`config.mk`:
```
export PLATFORM = sky130hd
export DESIGN_NAME = fetch_unit_flat
export DESIGN_NICKNAME = d
export VERILOG_FILES = /design/src/rtl/fetch_unit_if.sv /design/src/rtl/fetch_unit.sv /design/src/flat_wrapper.sv
export SDC_FILE = /design/constraint.sdc
export NUM_CORES = 1
export LEC_CHECK = 0
export ABC_AREA = 1
export ABC_CLOCK_PERIOD_IN_PS = 4600
export CAP_MARGIN = 20
export CORE_MARGIN = 2
export CORE_UTILIZATION = 40
export CTS_CLUSTER_SIZE = 28
export DETAILED_ROUTE_END_ITERATION = 10
export GPL_ROUTABILITY_DRIVEN = 1
export PLACE_DENSITY = 0.68
export SLEW_MARGIN = 5
export SYNTH_ARGS = -nofsm -noshare
export SYNTH_HDL_FRONTEND = slang
export SYNTH_SLANG_ARGS = --single-unit
```
`constraint.sdc`:
```
create_clock -name clk -period 4.6 [get_ports clk]
set_input_delay 0.46 -clock clk [delete_from_list [all_inputs] [get_ports clk]]
set_output_delay 0.46 -clock clk [all_outputs]
set_load 0.05 [all_outputs]
```
`src/rtl/fetch_unit_if.sv`:
```
`default_nettype none
// ============================================================================
// Module   : fetch_unit_if
// Purpose  : Memory read port, redirect and decode handshake of the fetch stage.
// Revision : 1.0
// ============================================================================
interface fetch_unit_if #(
  parameter int ADDR_WIDTH = 16,
  parameter int DATA_WIDTH = 16
);
  logic                  mem_req_o;
  logic [ADDR_WIDTH-1:0] mem_addr_o;
  logic [DATA_WIDTH-1:0] mem_rdata_i;
  logic                  redirect_i;
  logic [ADDR_WIDTH-1:0] redirect_pc_i;
  logic                  instr_valid_o;
  logic [DATA_WIDTH-1:0] instr_o;
  logic [ADDR_WIDTH-1:0] instr_pc_o;
  logic                  instr_ready_i;

  modport master (
    output mem_req_o, mem_addr_o, instr_valid_o, instr_o, instr_pc_o,
    input  mem_rdata_i, redirect_i, redirect_pc_i, instr_ready_i
  );

  modport slave (
    input  mem_req_o, mem_addr_o, instr_valid_o, instr_o, instr_pc_o,
    output mem_rdata_i, redirect_i, redirect_pc_i, instr_ready_i
  );
endinterface
`default_nettype wire

```
`src/rtl/fetch_unit.sv`:
```
`default_nettype none
// ============================================================================
// Module   : fetch_unit
// Purpose  : Sequential instruction prefetcher with redirect flush.
// Revision : 1.0
// ============================================================================
module fetch_unit #(
  parameter int                    ADDR_WIDTH = 16,
  parameter int                    DATA_WIDTH = 16,
  parameter int                    FIFO_DEPTH = 4,
  parameter logic [ADDR_WIDTH-1:0] RESET_PC   = '0
) (
  input  wire logic    clk,
  input  wire logic    reset_i,
  fetch_unit_if.master bus
);

  localparam int              PTR_W   = $clog2(FIFO_DEPTH);
  localparam int              CNT_W   = $clog2(FIFO_DEPTH + 1);
  localparam logic [CNT_W:0]  DEPTH_C = (CNT_W + 1)'(FIFO_DEPTH);
  localparam logic [CNT_W-1:0] FULL_C = CNT_W'(FIFO_DEPTH);

  logic [ADDR_WIDTH-1:0] fetch_pc_q, fetch_pc_d;
  logic                  inflight_q, inflight_d;
  logic [ADDR_WIDTH-1:0] inflight_pc_q, inflight_pc_d;
  logic [PTR_W-1:0]      rd_ptr_q, rd_ptr_d;
  logic [PTR_W-1:0]      wr_ptr_q, wr_ptr_d;
  logic [CNT_W-1:0]      count_q, count_d;
  logic [DATA_WIDTH-1:0] data_q [FIFO_DEPTH];
  logic [ADDR_WIDTH-1:0] pc_q   [FIFO_DEPTH];

  logic           req;
  logic           push;
  logic           pop;
  logic           valid;
  logic [CNT_W:0] credit_used;

  // Buffered entries plus the outstanding read form the credit budget.
  assign credit_used = {1'b0, count_q} + {{CNT_W{1'b0}}, inflight_q};
  assign req         = !reset_i && !bus.redirect_i && (credit_used < DEPTH_C);
  assign push        = inflight_q && !bus.redirect_i;
  assign valid       = (count_q != '0);
  assign pop         = valid && bus.instr_ready_i;

  always_comb begin
    fetch_pc_d    = fetch_pc_q;
    inflight_d    = req;
    inflight_pc_d = inflight_pc_q;
    rd_ptr_d      = rd_ptr_q;
    wr_ptr_d      = wr_ptr_q;
    count_d       = count_q;
    if (bus.redirect_i) begin
      fetch_pc_d = bus.redirect_pc_i;
      rd_ptr_d   = '0;
      wr_ptr_d   = '0;
      count_d    = '0;
    end else begin
      if (req) begin
        fetch_pc_d    = fetch_pc_q + ADDR_WIDTH'(1);
        inflight_pc_d = fetch_pc_q;
      end
      if (push) begin
        wr_ptr_d = wr_ptr_q + PTR_W'(1);
      end
      if (pop) begin
        rd_ptr_d = rd_ptr_q + PTR_W'(1);
      end
      count_d = count_q + CNT_W'(push) - CNT_W'(pop);
    end
  end

  always_ff @(posedge clk or posedge reset_i) begin
    if (reset_i) begin
      fetch_pc_q    <= RESET_PC;
      inflight_q    <= 1'b0;
      inflight_pc_q <= '0;
      rd_ptr_q      <= '0;
      wr_ptr_q      <= '0;
      count_q       <= '0;
    end else begin
      fetch_pc_q    <= fetch_pc_d;
      inflight_q    <= inflight_d;
      inflight_pc_q <= inflight_pc_d;
      rd_ptr_q      <= rd_ptr_d;
      wr_ptr_q      <= wr_ptr_d;
      count_q       <= count_d;
    end
  end

  // Storage is cleared on reset so the head reads as zero out of reset.
  always_ff @(posedge clk or posedge reset_i) begin
    if (reset_i) begin
      for (int i = 0; i < FIFO_DEPTH; i++) begin
        data_q[i] <= '0;
        pc_q[i]   <= '0;
      end
    end else if (push) begin
      data_q[wr_ptr_q] <= bus.mem_rdata_i;
      pc_q[wr_ptr_q]   <= inflight_pc_q;
    end
  end

  assign bus.mem_req_o     = req;
  assign bus.mem_addr_o    = fetch_pc_q;
  assign bus.instr_valid_o = valid;
  assign bus.instr_o       = data_q[rd_ptr_q];
  assign bus.instr_pc_o    = pc_q[rd_ptr_q];

  a_no_overflow : assert property (@(posedge clk) disable iff (reset_i)
    !(push && (count_q == FULL_C)));

endmodule
`default_nettype wire

```
`src/flat_wrapper.sv`:
```
// flat-port wrapper written by rule: the top's interface ports become plain ports
module fetch_unit_flat 
#(
  parameter int                    ADDR_WIDTH = 16,
  parameter int                    DATA_WIDTH = 16,
  parameter int                    FIFO_DEPTH = 4,
  parameter logic [ADDR_WIDTH-1:0] RESET_PC   = '0
)
  (clk, reset_i, bus_mem_req_o, bus_mem_addr_o, bus_instr_valid_o, bus_instr_o, bus_instr_pc_o, bus_mem_rdata_i, bus_redirect_i, bus_redirect_pc_i, bus_instr_ready_i);
  fetch_unit_if #(.ADDR_WIDTH(ADDR_WIDTH), .DATA_WIDTH(DATA_WIDTH)) bus_i ();
  input  wire logic clk;
  input  wire logic reset_i;
  output wire logic [$bits(bus_i.mem_req_o)-1:0] bus_mem_req_o;
  output wire logic [$bits(bus_i.mem_addr_o)-1:0] bus_mem_addr_o;
  output wire logic [$bits(bus_i.instr_valid_o)-1:0] bus_instr_valid_o;
  output wire logic [$bits(bus_i.instr_o)-1:0] bus_instr_o;
  output wire logic [$bits(bus_i.instr_pc_o)-1:0] bus_instr_pc_o;
  input wire logic [$bits(bus_i.mem_rdata_i)-1:0] bus_mem_rdata_i;
  input wire logic [$bits(bus_i.redirect_i)-1:0] bus_redirect_i;
  input wire logic [$bits(bus_i.redirect_pc_i)-1:0] bus_redirect_pc_i;
  input wire logic [$bits(bus_i.instr_ready_i)-1:0] bus_instr_ready_i;
  assign bus_mem_req_o = bus_i.mem_req_o;
  assign bus_mem_addr_o = bus_i.mem_addr_o;
  assign bus_instr_valid_o = bus_i.instr_valid_o;
  assign bus_instr_o = bus_i.instr_o;
  assign bus_instr_pc_o = bus_i.instr_pc_o;
  assign bus_i.mem_rdata_i = bus_mem_rdata_i;
  assign bus_i.redirect_i = bus_redirect_i;
  assign bus_i.redirect_pc_i = bus_redirect_pc_i;
  assign bus_i.instr_ready_i = bus_instr_ready_i;
  fetch_unit #(.ADDR_WIDTH(ADDR_WIDTH), .DATA_WIDTH(DATA_WIDTH), .FIFO_DEPTH(FIFO_DEPTH), .RESET_PC(RESET_PC)) u_core (.clk(clk), .reset_i(reset_i), .bus(bus_i));
endmodule
```
Word level (Yosys, flattened, before mapping). Index checks and enable logic that the tools add are counted.

Flip-flop bits (word level): 168. Latch bits: 0. Bits in writable memories: 0. Bits in read-only memories: 0. Output and inout bits: 50. Logic and storage cells: 56. Memories kept: 0.

Add/subtract/negate cells: 6. $mul: 0. Div/mod/pow operators: 0. $lt $le $gt $ge: 4. Eq/ne operators: 0. Shift-type cells: 0. Multiplexer cells: 17. Bitwise gates (word level): 3. Reductions and logical operators: 12.

Operator list (number): bitwise mux 64 bit (2); 2-to-1 mux 16 bit (7); binary-select mux 16 bit (select 2 bit) (2); demux 16 bit (select 2 bit) (1); adder 16 x 1 -> 16 bit (second input constant) (1); 2-to-1 mux 2 bit (4); >= comparator 3 bit (second input constant) (2); inverter 2 -> 3 bit (2); nonzero test 2 bit (3); logical AND 1 bit (5); adder 2 x 1 -> 2 bit (second input constant) (2); adder 3 x 1 -> 4 bit (1); less-than comparator 4 x 3 -> 1 bit (second input constant) (1); adder 3 x 1 -> 3 bit (1); less-than comparator 3 x 1 -> 1 bit (second input constant) (1); 2-to-1 mux 3 bit (1); nonzero test 3 bit (1); subtractor 3 x 1 -> 3 bit (1); logical NOT 1 bit (2); AND reduction 2 bit (1); inverter 1 bit (1).

Longest topological paths before layout. Gate-level depths: netlist of the first run.

Word-level depth: 6. Mapped depth: 11. Depth with buffers taken out: 11.

Worst setup path after synthesis of the first run. Ideal clock, no wire load.

Path kind: register to output. Start point: reg u_core.rd_ptr_q[0]. End point: out bus_instr_o[0]. Data arrival time: 1.734 ns. Setup slack: 2.406 ns. Stages on the path, launching flop included: 7. Path through: dfrtp_1 > buf_2 > inv_2 > buf_2 > buf_2 > o21ai_0 > o22ai_1.

Longest elaborated chain between the ends: 4.

RTL lines: start: declaration (line fetch_unit.sv:26) `logic [PTR_W-1:0] rd_ptr_q, rd_ptr_d;`; start signal: assignment (line fetch_unit.sv:84) `rd_ptr_q <= rd_ptr_d;`; inverter 2 -> 3 bit (implied by the code) (line fetch_unit.sv:106) `assign bus.instr_o = data_q[rd_ptr_q];`; binary-select mux 16 bit (select 2 bit) (line fetch_unit.sv:106); 2-to-1 mux 16 bit (implied by the code) (2 in series) (line fetch_unit.sv:106); end: declaration (line flat_wrapper.sv:16) `output wire logic [$bits(bus_i.instr_o)-1:0] bus_instr_o;`.

No other way between the ends. The select of a mux whose other input is x is not followed.

Final worst setup path of the first run.
Start point: reg u_core.rd_ptr_q[1]. End point: out bus_instr_pc_o[8].

Longest elaborated chain between the ends: 4.

RTL lines: inverter 2 -> 3 bit (implied by the code) (line fetch_unit.sv:107) `assign bus.instr_pc_o = pc_q[rd_ptr_q];`; binary-select mux 16 bit (select 2 bit) (line fetch_unit.sv:107); 2-to-1 mux 16 bit (implied by the code) (2 in series) (line fetch_unit.sv:107); end: declaration (line flat_wrapper.sv:17) `output wire logic [$bits(bus_i.instr_pc_o)-1:0] bus_instr_pc_o;`.

No other way between the ends. The select of a mux whose other input is x is not followed.

==> impl_metrics.csv, run 1 <==
group,metric,value,unit
grt,grt_max_degree,169,
run,max_cap_violations,0,
setup_path,crit_fanout,33,
layout,nFillCells,1811,
timing,rsz0062_at_grt,"false",
timing,max_slew_margin,40.6,%
grt,busiest_layer,"met2",
setup_path,path_class,"reg -> out",
worst_hold_path,hold_class,"reg -> reg",
grt,met2_usage,26.9,%
setup_path,rrSetupSlack,2590,ps
floorplan,die_h,142,um
setup_path,crit_required,4140,ps
logic_synthesis,yosysTopAreaCellShare,55.3,%
grt,antenna_found_initial,0,
setup_path,reg2reg_from,"u_core.count_q[1]",
logic_synthesis,synth_top_family_by_area,"simple AND/OR/NAND/NOR gates",
layout,area_growth,20.2,%
setup_path,cp_slowest_cell,"clkdlybuf4s50_1",
timing,finalClockSkew,6.43,ps
timing,period_share,70.4,%
logic_synthesis,synth_top_flop_cell,"dfrtp_1",
logic_synthesis,synth_nets,946,
logic_synthesis,netlist_area,7600,um^2
timing,setup_viol,0,
logic_synthesis,synthMuxAreaShare,0,%
setup_path,worstRegToRegCells,11,
floorplan,rows,50,
grt,grtUsageMet3,3.95,%
timing,slew_viol_final,0,
route,drc,0,
setup_path,worst_path_most_repeated_cell,"buf_4",
place,gp_congestion,0.859,
clocking,clk_path_buf_depth,2,
clocking,cts_setup_buffers,0,
logic_synthesis,ys_warn_count,0,
logic_synthesis,synthTopCellsByCount,"nand2_1, o21ai_0, dfrtp_1",
place,hpwlAfterDp,9990,um
power,leakage,4.27,nW
floorplan,io_pins,86,
route,vias_per_cell,5.10,
route,totalWireLength,17400,um
worst_hold_path,hold_start,"u_core.pc_q[27]",
clocking,numCtsBuffers,17,
grt,grtUsageTotal,18.1,%
place,portBuffers,85,
timing,fmax,309,MHz
logic_synthesis,yosysSeqAreaShare,55.3,%
timing,hold_viol_final,0,
clocking,cts_max_level,4,
timing,setup_ws,1360,ps
outcome,status,"completed",
timing,finalSetupTns,0,ps
route,detail-route-antenna-nets,0,
layout,drive_gt1_share,5.04,%
logic_synthesis,synth.area.top_cells,"dfrtp_1, o21ai_0, nand2_1",
clocking,clk_latency,430,ps
setup_path,r2r-end,"u_core.count_q[2]",
logic_synthesis,ys_ff_latch,168,
floorplan,start_util,40.8,%
logic_synthesis,synth_compound_area_share,17.0,%
logic_synthesis,yosysMostFrequentCell,"nand2_1",
grt,met1_usage,26.3,%
grt,grt_pass1_vias,5778,
timing,min_period,3240,ps
route,vias,6153,
worst_hold_path,hold_path_end,"u_core.pc_q[27]",
timing,worst_pin_slew,891,ps
clocking,cts_hold_buf,0,
logic_synthesis,synth-xor-area-share,0.692,%
floorplan,die_x,142,um
grt,grt_pass1_wl,29100,um
layout,diodes,0,
setup_path,critPathLaunchType,"flop",
layout,finalNetCount,1005,
power,power_density,658,nW/um^2
clocking,cts_tree,"done",
logic_synthesis,synth_simple_gate_area_share,18.8,%
logic_synthesis,yosys.area_share.adder,1.58,%
setup_path,max_stage_delay,850,ps
power,max-vdd-ir-drop,303,uV
route,wl_per_cell,14.4,um
logic_synthesis,yosys.cell_types.count,26,
logic_synthesis,synth-edff-count,0,
worst_hold_path,worst_hold_path.num_cells,2,
floorplan,die_area,20100,um^2
place,post-place-ws,1540,ps
clocking,ctsResizeCount,0,
logic_synthesis,syn_inst,901,
logic_synthesis,syn_area_per_cell,8.43,um^2
setup_path,worstPathCellList,"buf_4, inv_1, buf_4, o21ai_0, o22ai_1, clkdlybuf4s50_1",
route,first_pass_iters,5,
route,drt_iter0_drc,437,
floorplan,core,18600,um^2
setup_path,crit_arrival,2780,ps
setup_path,crit_path_end_kind,"output port",
grt,grt_overflow_total,0,
clocking,cts.sinks,168,
logic_synthesis,async_reset_ff_share,100,%
clocking,cts_root_buf,"clkbuf_16",
logic_synthesis,synth_top_area_cell,"dfrtp_1",
clocking,clk_pin_slew,60,ps
layout make-up:
cell class / instances / area [um^2] / share of cell area (%)
Sequential cell: 168 / 4210 / 46.0
Multi-Input combinational cell: 617 / 2890 / 31.7
Timing Repair Buffer: 92 / 928 / 10.2
Clock buffer: 22 / 464 / 5.08
Tap cell: 234 / 293 / 3.21
Inverter: 64 / 249 / 2.73
Clock inverter: 9 / 100 / 1.10
placed cells by master (no fill, tap or decap), types with 2 or more instances in the layout:
master             n
buf_12             2
buf_4              5
bufinv_16          2
clkbuf_1           3
clkbuf_16         17
clkbuf_8           2
clkdlybuf4s50_1   85
clkinv_2           5
clkinvlp_4         3
dfrtp_1          167
ha_1               8
inv_1             57
inv_2              4
inv_4              2
nand2_1          218
nand2_4            4
nand3_1           34
nand4_1            4
nor2_1            88
o21ai_0          180
o21ai_1           36
o22ai_1           32
xor2_1             5
routing by layer:
metal,wire length [um],up-vias
li1,-,3077
met1,8600,2892
met2,7620,167
met3,940,17
met4,235,0
met5,0,-
report_power, final:
group	internal, mW	switching [mW]	total, mW	leakage [nW]
clock network	0.820	0.560	1.38	0.276
logic	0.812	1.67	2.48	1.77
registers	1.89	0.258	2.15	2.22
through the flow:
step	total power, mW	area (um^2)	instances	hold slack [ps]	utilization [%]
5_1_grt	6.38	9130	1206	493	49.0
3_3_place_gp	4.62	8550	1174	460	45.9
3_5_place_dp	4.65	8550	1174	468	45.9
2_1_floorplan	3.87	7600	901	448	-
6_report	6.01	9130	1206	477	49.0
4_1_cts	6.05	9110	1205	483	48.9
worst max-delay path: cells and delay by family, from the launching register on:
| kind | cells | cell delay [ps] |
|---|---|---|
| flops | 1 | 350 |
| buf+inv | 4 | 1610 |
| compound gates | 2 | 380 |
flip-flops by register name (all words and copies together), names as in the netlist:
register               cells
u_core.bus.mem_addr_o     16
u_core.count_q             3
u_core.data_q             64
u_core.inflight_pc_q      16
u_core.inflight_q          1
u_core.pc_q               64
u_core.rd_ptr_q            2
u_core.wr_ptr_q            2
worst max path at each step:
| stage | start | end | slack [ps] |
|---|---|---|---|
| after floorplan | reset_i | u_core.bus.mem_addr_o[0] | 2000 |
| after global placement | bus_redirect_i | bus_mem_req_o | 1550 |
| after detailed placement | bus_redirect_i | bus_mem_req_o | 1540 |
| after CTS | u_core.rd_ptr_q[0] | bus_instr_pc_o[8] | 1210 |
| after global routing | u_core.rd_ptr_q[1] | bus_instr_pc_o[1] | 1240 |
| final | u_core.rd_ptr_q[1] | bus_instr_pc_o[8] | 1360 |
kinds of logic after synthesis:
kind of cell / after synthesis
xor+xnor: 6
buf+inv: 116
simple gates: 352
compound gates: 250
flops: 168
fa+ha+maj: 9
No activity file was read; power rests on OpenSTA's default activity.
==> inputs of run 2 (changes only) <==
--- a/config.mk
+++ b/config.mk
@@ -6,7 +6,7 @@
 export NUM_CORES = 1
 export LEC_CHECK = 0
 export ABC_AREA = 1
-export ABC_CLOCK_PERIOD_IN_PS = 4600
+export ABC_CLOCK_PERIOD_IN_PS = 2900
 export CAP_MARGIN = 20
 export CORE_MARGIN = 2
 export CORE_UTILIZATION = 40
==> constraint.sdc (replaced) <==
create_clock -name clk -period 2.9 [get_ports clk]
set_input_delay 0.29 -clock clk [delete_from_list [all_inputs] [get_ports clk]]
set_output_delay 0.29 -clock clk [all_outputs]
set_load 0.05 [all_outputs]
==> impl_metrics.csv, run 2 (same netlist as run 1, synthesis figures left out) <==
group,metric,value,unit
place,gp_congestion,0.921,
grt,grtUsageTotal,18.4,%
place,portBuffers,85,
clocking,cts_tree,"done",
floorplan,die_h,142,um
clocking,clk_pin_slew,60,ps
floorplan,die_area,20100,um^2
setup_path,crit_arrival,2130,ps
layout,final_cell_mix,"nand2_1, o21ai_0, dfrtp_1, nor2_1, inv_1",
route,first_pass_iters,6,
clocking,numCtsBuffers,17,
setup_path,crit_required,2610,ps
clocking,cts_setup_buffers,0,
layout,nFillCells,1747,
setup_path,critPathLaunchType,"flop",
floorplan,start_util,40.8,%
clocking,clk_path_buf_depth,2,
grt,grt_max_degree,65,
clocking,cts_hold_buf,0,
setup_path,crit_path_end_kind,"output port",
timing,hold_viol_final,0,
timing,min_period,2420,ps
grt,grt_pass1_vias,5943,
route,vias,6221,
clocking,clk_latency,430,ps
clocking,cts.sinks,168,
timing,max_slew_margin,54.9,%
setup_path,rrSetupSlack,890,ps
grt,antenna_found_initial,0,
power,leakage,4.46,nW
clocking,ctsResizeCount,0,
layout,area_growth,24.8,%
power,max-vdd-ir-drop,484,uV
route,detail-route-antenna-nets,0,
timing,finalSetupTns,0,ps
layout,diodes,0,
timing,setup_viol,0,
worst_hold_path,hold_class,"in -> async",
floorplan,io_pins,86,
floorplan,rows,50,
timing,fmax,413,MHz
outcome,status,"completed",
grt,grt_pass1_wl,29600,um
place,hpwlAfterDp,10900,um
setup_path,path_class,"reg -> out",
layout,reg.largest.list,"u_core.data_q (64), u_core.pc_q (64)",
route,wl_per_cell,14.7,um
route,drt_iter0_drc,491,
setup_path,crit_fanout,64,
layout,finalNetCount,1009,
layout,drive_gt1_share,8.42,%
run,max_cap_violations,0,
clocking,cts_max_level,4,
power,power.total,10.3,mW
route,totalWireLength,17800,um
timing,finalClockSkew,7.29,ps
route,vias_per_cell,5.15,
clocking,cts_root_buf,"clkbuf_16",
timing,period_share,83.5,%
route,drc,0,
grt,grt_overflow_total,0,
layout,final_common_cell,"nand2_1",
floorplan,die_x,142,um
floorplan,core,18600,um^2
timing,rsz0062_at_grt,"false",
timing,slew_viol_final,0,
power,power_density,1090,nW/um^2
timing,worst_pin_slew,676,ps
## run 2: changes by cell type in the layout (fill, tap and decap cells not counted)
cell,before,now
buf_12,2,37
clkbuf_1,3,5
clkinvlp_4,3,1
buf_4,5,7
bufinv_16,2,1
clkdlybuf4s50_1,85,52
clkbuf_8,2,3
clkinv_2,5,3
## run 2: stage by stage
step | cell area (um^2) | cells | util [%] | hold slack (ps) | worst slack (ps)
6_report | 9480 | 1208 | 50.9 | 238 | 477
5_1_grt | 9480 | 1208 | 50.9 | 261 | 360
4_1_cts | 9480 | 1208 | 50.9 | 238 | 469
3_5_place_dp | 8950 | 1179 | 48.0 | 468 | 811
3_3_place_gp | 8950 | 1179 | 48.0 | 461 | 852
2_1_floorplan | 7600 | 901 | - | 423 | 469
## run 2: final timing paths
path,startpoint,end,depth (start not counted)
min in group clk,bus_redirect_pc_i[5],u_core.bus.mem_addr_o[5],3
worst min-delay path,reset_i,u_core.bus.mem_addr_o[14],2
worst min register to register,u_core.pc_q[24],u_core.pc_q[24],2
worst max-delay path,u_core.rd_ptr_q[0],bus_instr_pc_o[11],4
worst max register to register,u_core.count_q[1],u_core.count_q[2],11
max in group asynchronous,reset_i,u_core.inflight_pc_q[10],3
## run 2: layout make-up
| type | instances | area, um^2 | area share (%) |
|---|---|---|---|
| Clock buffer | 25 | 485 | 5.12 |
| Clock inverter | 4 | 45.0 | 0.475 |
| Inverter | 64 | 249 | 2.63 |
| Multi-Input combinational cell | 617 | 2890 | 30.5 |
| Sequential cell | 168 | 4210 | 44.3 |
| Tap cell | 234 | 293 | 3.09 |
| Timing Repair Buffer | 96 | 1310 | 13.9 |
## run 2: where the power goes
part | internal (mW) | switching (mW) | total (mW)
Sequential | 3.00 | 0.411 | 3.41
Clock | 1.23 | 0.852 | 2.08
Combinational | 1.96 | 2.83 | 4.79
Total | 6.20 | 4.09 | 10.3
## run 2: critical path, cell delays in order, from the launching register on
cell	delay (ps)
dfrtp_2	370
buf_4	540
o21ai_0	200
o22ai_1	380
buf_12	190
## run 2: metal layers
metal	wire length, um	up-vias	GRT usage [%]	share of wire, %
met5	0	-	0	0
met4	269	0	6.26	1.5
met3	934	22	4.45	5.3
met2	7810	164	28.1	44
met1	8760	2952	25.9	49
li1	-	3083	-	-
